===== config.mk =====
export PLATFORM = sky130hd
export DESIGN_NAME = uart_rx_ext
export DESIGN_NICKNAME = d
export VERILOG_FILES = /design/src/rtl/uart_rx_ext.sv
export SDC_FILE = /design/constraint.sdc
export NUM_CORES = 1
export LEC_CHECK = 0
export BUFFER_PORTS_ARGS = -buffer_cell sky130_fd_sc_hd__buf_2
export CAP_MARGIN = 20
export CORE_ASPECT_RATIO = 0.75
export CORE_MARGIN = 8
export CORE_UTILIZATION = 40
export CTS_BUF_LIST = sky130_fd_sc_hd__clkbuf_8
export DETAILED_ROUTE_END_ITERATION = 8
export PLACE_DENSITY = 0.61
export SLEW_MARGIN = 40
export SYNTH_ARGS = -nofsm -noshare
export SYNTH_HDL_FRONTEND = slang
export SYNTH_SLANG_ARGS = --single-unit

===== constraint.sdc =====
create_clock -name clk -period 2.25 [get_ports clk]
set_input_delay 0.1125 -clock clk [delete_from_list [all_inputs] [get_ports clk]]
set_output_delay 0.1125 -clock clk [all_outputs]
set_load 0.02 [all_outputs]

===== src/rtl/uart_rx_ext.sv =====
// Oversampling UART receiver with majority-vote bit decisions, optional parity,
// one or two stop bits, framing/parity error flags and break detection.
module uart_rx_ext #(
    parameter int unsigned OVERSAMPLING = 16,
    parameter int unsigned DATA_BITS    = 8,
    parameter int unsigned PARITY       = 0,
    parameter int unsigned STOP_BITS    = 1
) (
    input  logic                 clk,
    input  logic                 rst_n,
    input  logic                 en,
    input  logic                 in,
    output logic [DATA_BITS-1:0] out,
    output logic                 done,
    output logic                 busy,
    output logic                 err,
    output logic                 perr,
    output logic                 brk
);

    localparam int unsigned CNT_W = $clog2(OVERSAMPLING);

    localparam logic [CNT_W-1:0] MID_LO  = CNT_W'(OVERSAMPLING / 2 - 1);
    localparam logic [CNT_W-1:0] MID     = CNT_W'(OVERSAMPLING / 2);
    localparam logic [CNT_W-1:0] MID_HI  = CNT_W'(OVERSAMPLING / 2 + 1);
    localparam logic [CNT_W-1:0] CNT_MAX = CNT_W'(OVERSAMPLING - 1);

    localparam logic [3:0] LAST_DATA = 4'(DATA_BITS - 1);
    localparam logic [3:0] LAST_STOP = 4'(STOP_BITS - 1);
    localparam logic       HAS_PAR   = (PARITY != 0);
    localparam logic       ODD_PAR   = (PARITY == 1);

    typedef enum logic [2:0] {
        StIdle,
        StStart,
        StData,
        StParity,
        StStop,
        StWaitIdle
    } state_e;

    state_e               r_state;
    state_e               w_state_d;
    logic                 r_sync1;
    logic                 r_sync2;
    logic [CNT_W-1:0]     r_cnt;
    logic [CNT_W-1:0]     w_cnt_d;
    logic [3:0]           r_bit_idx;
    logic [3:0]           w_bit_idx_d;
    logic [1:0]           r_votes;
    logic [1:0]           w_votes_d;
    logic [DATA_BITS-1:0] r_shift;
    logic [DATA_BITS-1:0] w_shift_d;
    logic                 r_par_acc;
    logic                 w_par_acc_d;
    logic                 r_zero;
    logic                 w_zero_d;
    logic                 r_ferr;
    logic                 w_ferr_d;
    logic [DATA_BITS-1:0] r_out;
    logic [DATA_BITS-1:0] w_out_d;
    logic                 r_done;
    logic                 w_done_d;
    logic                 r_err;
    logic                 w_err_d;
    logic                 r_perr;
    logic                 w_perr_d;
    logic                 r_brk;
    logic                 w_brk_d;

    logic w_in_s;
    logic w_vote;
    logic w_at_hi;
    logic w_at_wrap;
    logic w_ferr_now;
    logic w_zero_now;

    assign w_in_s     = r_sync2;
    assign w_vote     = (r_votes[0] & r_votes[1]) | (r_votes[0] & w_in_s) |
                        (r_votes[1] & w_in_s);
    assign w_at_hi    = (r_cnt == MID_HI);
    assign w_at_wrap  = (r_cnt == CNT_MAX);
    // Stop-bit flags including the vote being decided this cycle.
    assign w_ferr_now = r_ferr | ~w_vote;
    assign w_zero_now = r_zero & ~w_vote;

    always_comb begin
        w_state_d   = r_state;
        w_cnt_d     = r_cnt + CNT_W'(1);
        w_bit_idx_d = r_bit_idx;
        w_votes_d   = r_votes;
        w_shift_d   = r_shift;
        w_par_acc_d = r_par_acc;
        w_zero_d    = r_zero;
        w_ferr_d    = r_ferr;
        w_out_d     = r_out;
        w_done_d    = 1'b0;
        w_err_d     = 1'b0;
        w_perr_d    = 1'b0;
        w_brk_d     = 1'b0;

        if (r_cnt == MID_LO) w_votes_d[0] = w_in_s;
        if (r_cnt == MID)    w_votes_d[1] = w_in_s;

        if (!en) begin
            w_state_d = StIdle;
            w_cnt_d   = '0;
        end else begin
            unique case (r_state)
                StIdle: begin
                    w_cnt_d = '0;
                    if (!w_in_s) begin
                        w_state_d   = StStart;
                        w_bit_idx_d = '0;
                        w_par_acc_d = 1'b0;
                        w_zero_d    = 1'b1;
                        w_ferr_d    = 1'b0;
                    end
                end
                StStart: begin
                    if (w_at_hi && w_vote) begin
                        w_state_d = StIdle;
                        w_cnt_d   = '0;
                    end else if (w_at_wrap) begin
                        w_state_d = StData;
                    end
                end
                StData: begin
                    if (w_at_hi) begin
                        w_shift_d   = {w_vote, r_shift[DATA_BITS-1:1]};
                        w_par_acc_d = r_par_acc ^ w_vote;
                        w_zero_d    = r_zero & ~w_vote;
                    end
                    if (w_at_wrap) begin
                        if (r_bit_idx == LAST_DATA) begin
                            w_bit_idx_d = '0;
                            w_state_d   = HAS_PAR ? StParity : StStop;
                        end else begin
                            w_bit_idx_d = r_bit_idx + 4'd1;
                        end
                    end
                end
                StParity: begin
                    if (w_at_hi) begin
                        w_par_acc_d = r_par_acc ^ w_vote;
                        w_zero_d    = r_zero & ~w_vote;
                    end
                    if (w_at_wrap) w_state_d = StStop;
                end
                StStop: begin
                    if (w_at_hi) begin
                        if (r_bit_idx == LAST_STOP) begin
                            // Finish mid-bit so the next start edge is not missed.
                            w_out_d   = r_shift;
                            w_done_d  = 1'b1;
                            w_err_d   = w_ferr_now;
                            w_perr_d  = HAS_PAR & (r_par_acc ^ ODD_PAR);
                            w_brk_d   = w_zero_now;
                            w_state_d = w_zero_now ? StWaitIdle : StIdle;
                            w_cnt_d   = '0;
                        end else begin
                            w_ferr_d = w_ferr_now;
                            w_zero_d = w_zero_now;
                        end
                    end else if (w_at_wrap) begin
                        w_bit_idx_d = r_bit_idx + 4'd1;
                    end
                end
                StWaitIdle: begin
                    if (!w_in_s) begin
                        w_cnt_d = '0;
                    end else if (w_at_wrap) begin
                        w_state_d = StIdle;
                        w_cnt_d   = '0;
                    end
                end
                default: begin
                    w_state_d = StIdle;
                    w_cnt_d   = '0;
                end
            endcase
        end
    end

    always_ff @(posedge clk or negedge rst_n) begin
        if (!rst_n) begin
            r_sync1   <= 1'b1;
            r_sync2   <= 1'b1;
            r_state   <= StIdle;
            r_cnt     <= '0;
            r_bit_idx <= '0;
            r_votes   <= '0;
            r_shift   <= '0;
            r_par_acc <= 1'b0;
            r_zero    <= 1'b0;
            r_ferr    <= 1'b0;
            r_out     <= '0;
            r_done    <= 1'b0;
            r_err     <= 1'b0;
            r_perr    <= 1'b0;
            r_brk     <= 1'b0;
        end else begin
            r_sync1   <= in;
            r_sync2   <= r_sync1;
            r_state   <= w_state_d;
            r_cnt     <= w_cnt_d;
            r_bit_idx <= w_bit_idx_d;
            r_votes   <= w_votes_d;
            r_shift   <= w_shift_d;
            r_par_acc <= w_par_acc_d;
            r_zero    <= w_zero_d;
            r_ferr    <= w_ferr_d;
            r_out     <= w_out_d;
            r_done    <= w_done_d;
            r_err     <= w_err_d;
            r_perr    <= w_perr_d;
            r_brk     <= w_brk_d;
        end
    end

    assign out  = r_out;
    assign done = r_done;
    assign busy = (r_state != StIdle);
    assign err  = r_err;
    assign perr = r_perr;
    assign brk  = r_brk;

endmodule


* Word level (Yosys, flattened, before mapping) *
Index checks and enable logic that the tools add are counted.

word-level totals
  output and inout port bits = 13
  bits in writable memories = 0
  flip-flop bits (word level) = 36
  latch bits = 0
  memories kept = 0
  memory bits (read-only) = 0

cells by class
  equality and inequality tests = 26
  bitwise gates (word level) = 8
  divide/modulo/power cells = 0
  muxes and demuxes = 47
  reductions and logical operators = 14
  $mul = 0
  shifts and indexed selects = 0
  magnitude comparators = 0
  add/subtract/negate cells = 2

operators with widths
  kind                                                  number
  two-way mux 4 bit                                     11
  two-way mux 3 bit                                     12
  inequality test 3 bit (second input constant)         8
  two-way mux 1 bit                                     19
  case mux 3 bit (6 select lines)                       1
  case mux 4 bit (4 select lines)                       1
  equality test 4 bit (second input constant)           3
  inequality test 2 bit (second input constant)         6
  case mux 4 bit (3 select lines)                       1
  AND reduction 6 bit                                   2
  AND reduction 9 bit                                   1
  nonzero test 3 bit                                    3
  adder 4 x 1 -> 4 bit (second input constant)          2
  equality test 4 x 3 -> 1 bit (second input constant)  2
  equality test 3 x 2 -> 1 bit (second input constant)  2
  equality test 3 bit (second input constant)           2
  AND reduction 5 bit                                   1
  bitwise AND 1 bit                                     4
  logical NOT 4 bit                                     1
  inequality test 4 bit (second input constant)         1
  AND reduction 4 bit                                   1
  equality test 3 x 1 -> 1 bit (second input constant)  1
  logical NOT 3 bit                                     1
  OR 1 bit                                              3
  other kinds (8)                                       8

* Depth between registers and ports, before layout *
  depth after elaboration = 10
  gate-level depth with buffers = 7
  mapped depth without buffers = 6

* Worst setup path after synthesis *
No wires, ideal clock.

  kind = register to register
  start = register r_cnt[0]
  end = register r_state[2]
  setup slack = 0.420 ns
  arrival time = 1.709 ns
  setup time = 0.122 ns
  buffers on the path = 0
  stages on the path, launching flop included = 6
  period minus slack after synthesis = 1.830 ns
  data required time = 2.128 ns
  cell sequence = dfrtp_1 > ha_1 > nand4_1 > a32o_1 > or4_1 > o2111a_1

on the way
  longest elaborated chain between the ends = 5
  elaborated cells between the ends (all ways) = 12

ends and longest elaborated chain
  what                             RTL line  source
  start: declaration               46        logic [CNT_W-1:0] r_cnt;
  start signal: assignment         206       r_cnt <= w_cnt_d;
  equality test 4 bit              81        assign w_at_hi = (r_cnt == MID_HI);
  logical AND 1 bit                121       if (w_at_hi && w_vote) begin
  two-way mux 3 bit                121
  case mux 3 bit (6 select lines)  109       unique case (r_state)
  two-way mux 3 bit                105       if (!en) begin
  end signal: assignment           189       r_state <= StIdle;
  end signal: assignment           205       r_state <= w_state_d;
  end: declaration                 42        state_e r_state;

Several ways; a longest one is shown, not always the timed one.
A chain may end at the register's enable or synchronous reset.

* Worst setup path after layout *
  start = register r_cnt[0]
  end = register r_bit_idx[0]

on the way
  longest elaborated chain between the ends = 3
  elaborated cells between the ends (all ways) = 6

ends and longest elaborated chain
  what                                           RTL line  source
  equality test 4 bit, on equally long branches  82, 81
  inequality test 2 bit (no line)                n/a
  AND reduction 6 bit (no line) *                n/a
  end signal: assignment                         207       r_bit_idx <= w_bit_idx_d;
  end: declaration                               48        logic [3:0] r_bit_idx;

Every way passes the cells marked *; elsewhere a longest branch is shown, timed or not.

==> qor.txt <==
setup repair after global routing missed its margin -> no
final hold vios -> 0
Storage cell area -> 903 um^2
Avg Cell Area, Syn -> 11.1 um^2
antenna-violating nets left -> 0
number of global-route vias before repair -> 1404
status -> finished, final reports clean
Final Net Count -> 198
most frequently used flop master after synthesis -> dfrtp_1
Max-cap violations -> 0
Hold Crit Class -> input port to flip-flop
Post-Route WL -> 4030 um
Mapped Nets -> 182
crit path launch type -> flip-flop
Die H -> 76.0 um
IO Count -> 17
final routed DRC violation total -> 0
Num CTS Buffers -> 5
Die Wd -> 95.9 um
drt wl/cell -> 16.3 um
Final Cycle Share -> 0.914
EDFF count, synth -> 0
Die ar. -> 0.00729 mm^2
GR Overflow Total -> 0
IO buf count -> 15
largest family of logic cells by synthesized area -> simple AND/OR/NAND/NOR gates
Worst EP required -> 2450 ps
post-layout util -> 0.479
Synth Instances -> 173
minimum clock period -> 2060 ps
critical path class -> flip-flop to flip-flop
mux cell area share after synthesis -> 0.116
Seq/Total Area, Yosys -> 0.471
power per cell area -> 953 mW/mm^2
crit path capture type -> flip-flop
vias -> 1379
gpl congestion -> 0.884
CTS sink cnt -> 36
mapped cell area -> 0.00192 mm^2
Slew Limit Fails -> 0
layout cells sized above 1 -> 0.289
setup tns final -> 0 ps
initial antenna violation count -> 0
CTS tree -> built
worst-path fanout max -> 6
drt via density -> 5.58
multi-input combinational cell area -> 922 um^2
initial DRC count -> 57
skew final -> 2.78 ps
largest net degree at the start of global routing -> 37
Slew HR -> 0.603
CORE AREA -> 0.00455 mm^2
first-pass GRT wire length -> 6680 um
Worst-Margin Slew -> 595 ps
Worst-path clk slew -> 70 ps
clock root cell -> clkbuf_8
ANT cells -> 0
worst-skew pair later-pin latency -> 280 ps
Final WS setup -> 194 ps
Cell variety after synth -> 57
Leak -> 1.07 nW
Crit path arrival time -> 2260 ps
Async SR Flop Fraction -> 1.00
dpl hpwl -> 2990 um
final setup fails -> 0
simple-gate share of the synthesized area -> 0.180
DR pass1 iterations -> 4
post-synthesis adder-cell area fraction -> 0.0385
Ys Warns -> 0
post-synthesis sequential element count -> 36
Core Rows -> 21
Layout Area Growth over Synthesis -> 13.6%
peak supply drop -> 0.518 mV
FMAX -> 486 MHz
post-synthesis compound-gate area fraction -> 0.133
Initial Util -> 0.422
clock buffer depth -> 2
Filler Cell Count -> 419
H-tree lvl count -> 2
all-layer global routing usage -> 0.113
final hold slack -> 177 ps
Setup WS pre-CTS -> 125 ps
Post-Synth XOR/XNOR Area -> 0.00914
==> worst max-delay path, stage by stage (launching register included) <==
cell and delay (ps):
dfrtp_1 440, ha_1 390, nand4b_2 200, a221oi_4 400
or4b_1 460, o21ai_1 90
==> kinds of logic after synthesis <==
| kind of cell | count (synthesis) |
|---|---|
| AO/OA/AOI/OAI | 32 |
| XOR/XNOR | 2 |
| adder cells (fa/ha/maj) | 6 |
| buffers and inverters | 20 |
| flip-flops | 36 |
| multiplexers | 20 |
| other | 1 |
| AND/OR/NAND/NOR | 56 |
==> metal layers <==
layer  routed length, um  track usage  part of all wire
met1                1910        0.147              0.47
met2                1800        0.168              0.45
met3                 305       0.0443             0.076
met4                  21       0.0337            0.0052
met5                   0            0                 0
==> cell usage after synthesis (3+ instances only) <==
cell	n	area share
dfrtp_1	34	0.44
clkbuf_1	3	0.0059
nor2b_1	5	0.016
nand3_1	6	0.016
inv_1	9	0.018
nand2_1	6	0.012
ha_1	5	0.033
a21oi_1	7	0.018
nand3b_1	3	0.012
nor2_1	9	0.018
buf_2	5	0.013
a211oi_1	4	0.016
nor3_1	5	0.013
nand2b_1	3	0.0098
mux2_2	18	0.11
==> registers in the layout, summed over array words and instances, names as in the netlist, 2 cells and up <==
name	count
r_shift	8
r_bit_idx	4
r_votes	2
out	8
r_state	3
r_cnt	4
==> layout make-up <==
type | instances | share of cell area
Clock buffer | 7 | 0.0443
Clock inverter | 1 | 0.0138
Inverter | 9 | 0.0155
Multi-Input combinational cell | 117 | 0.424
Sequential cell | 36 | 0.415
Tap cell | 57 | 0.0328
Timing Repair Buffer | 20 | 0.0552
==> power by group <==
group	switching [mW]	total, mW	internal, mW
clock network	0.215	0.606	0.391
logic	0.388	0.666	0.279
registers	0.110	0.802	0.692
total	0.713	2.07	1.36
==> worst paths after layout <==
kind                               start           end  slack, ps  cells past startpoint
worst max register to register  r_cnt[0]  r_bit_idx[0]        190                      5
worst min register to register   r_sync1       r_sync2        360                      0
min in group asynchronous          rst_n    r_votes[0]        330                      2
worst max-delay path            r_cnt[0]  r_bit_idx[0]        190                      5
max in group asynchronous          rst_n       r_sync1       1560                      2
worst min-delay path                  en    r_state[1]        180                      3
==> what timing repair did <==
item	4_1_cts	5_1_grt
setup buffers	0	0
hold endpoints to repair	35	0
hold buffers	2	0
gates resized for setup	0	1
endpoints found under the setup margin	0	2
==> layout by cell type, fill, tap and decap left out, types with 2 or more instances in the layout <==
cell type      synthesis  final
nand3b_1               3      3
inv_1                  9      9
dfstp_2                2      2
mux2_2                18     18
nand3_1                6      6
nand4_1                2      2
a211oi_1               4      4
o21ai_0                2      2
mux2i_1                2      2
dlygate4sd3_1          0      2
buf_4                  2      4
ha_1                   5      5
a21o_1                 2      2
dfrtp_1               34     34
buf_2                  5     14
clkbuf_8               0      7
nand2_1                6      6
a21oi_1                7      7
nand2b_1               3      3
nor2_1                 9      9
and3_1                 2      2
or4_1                  2      2
nor3_1                 5      5
nor2b_1                5      5
==> per-stage QoR <==
stage / total power [mW] / area (um^2) / cells
after floorplan: 1.29 / 1920 / 173
after global placement: 1.42 / 2020 / 237
after detailed placement: 1.46 / 2020 / 237
after CTS: 2.08 / 2170 / 247
after global routing: 2.19 / 2180 / 247
final: 2.07 / 2180 / 247
(Power assumes the default switching activity.)
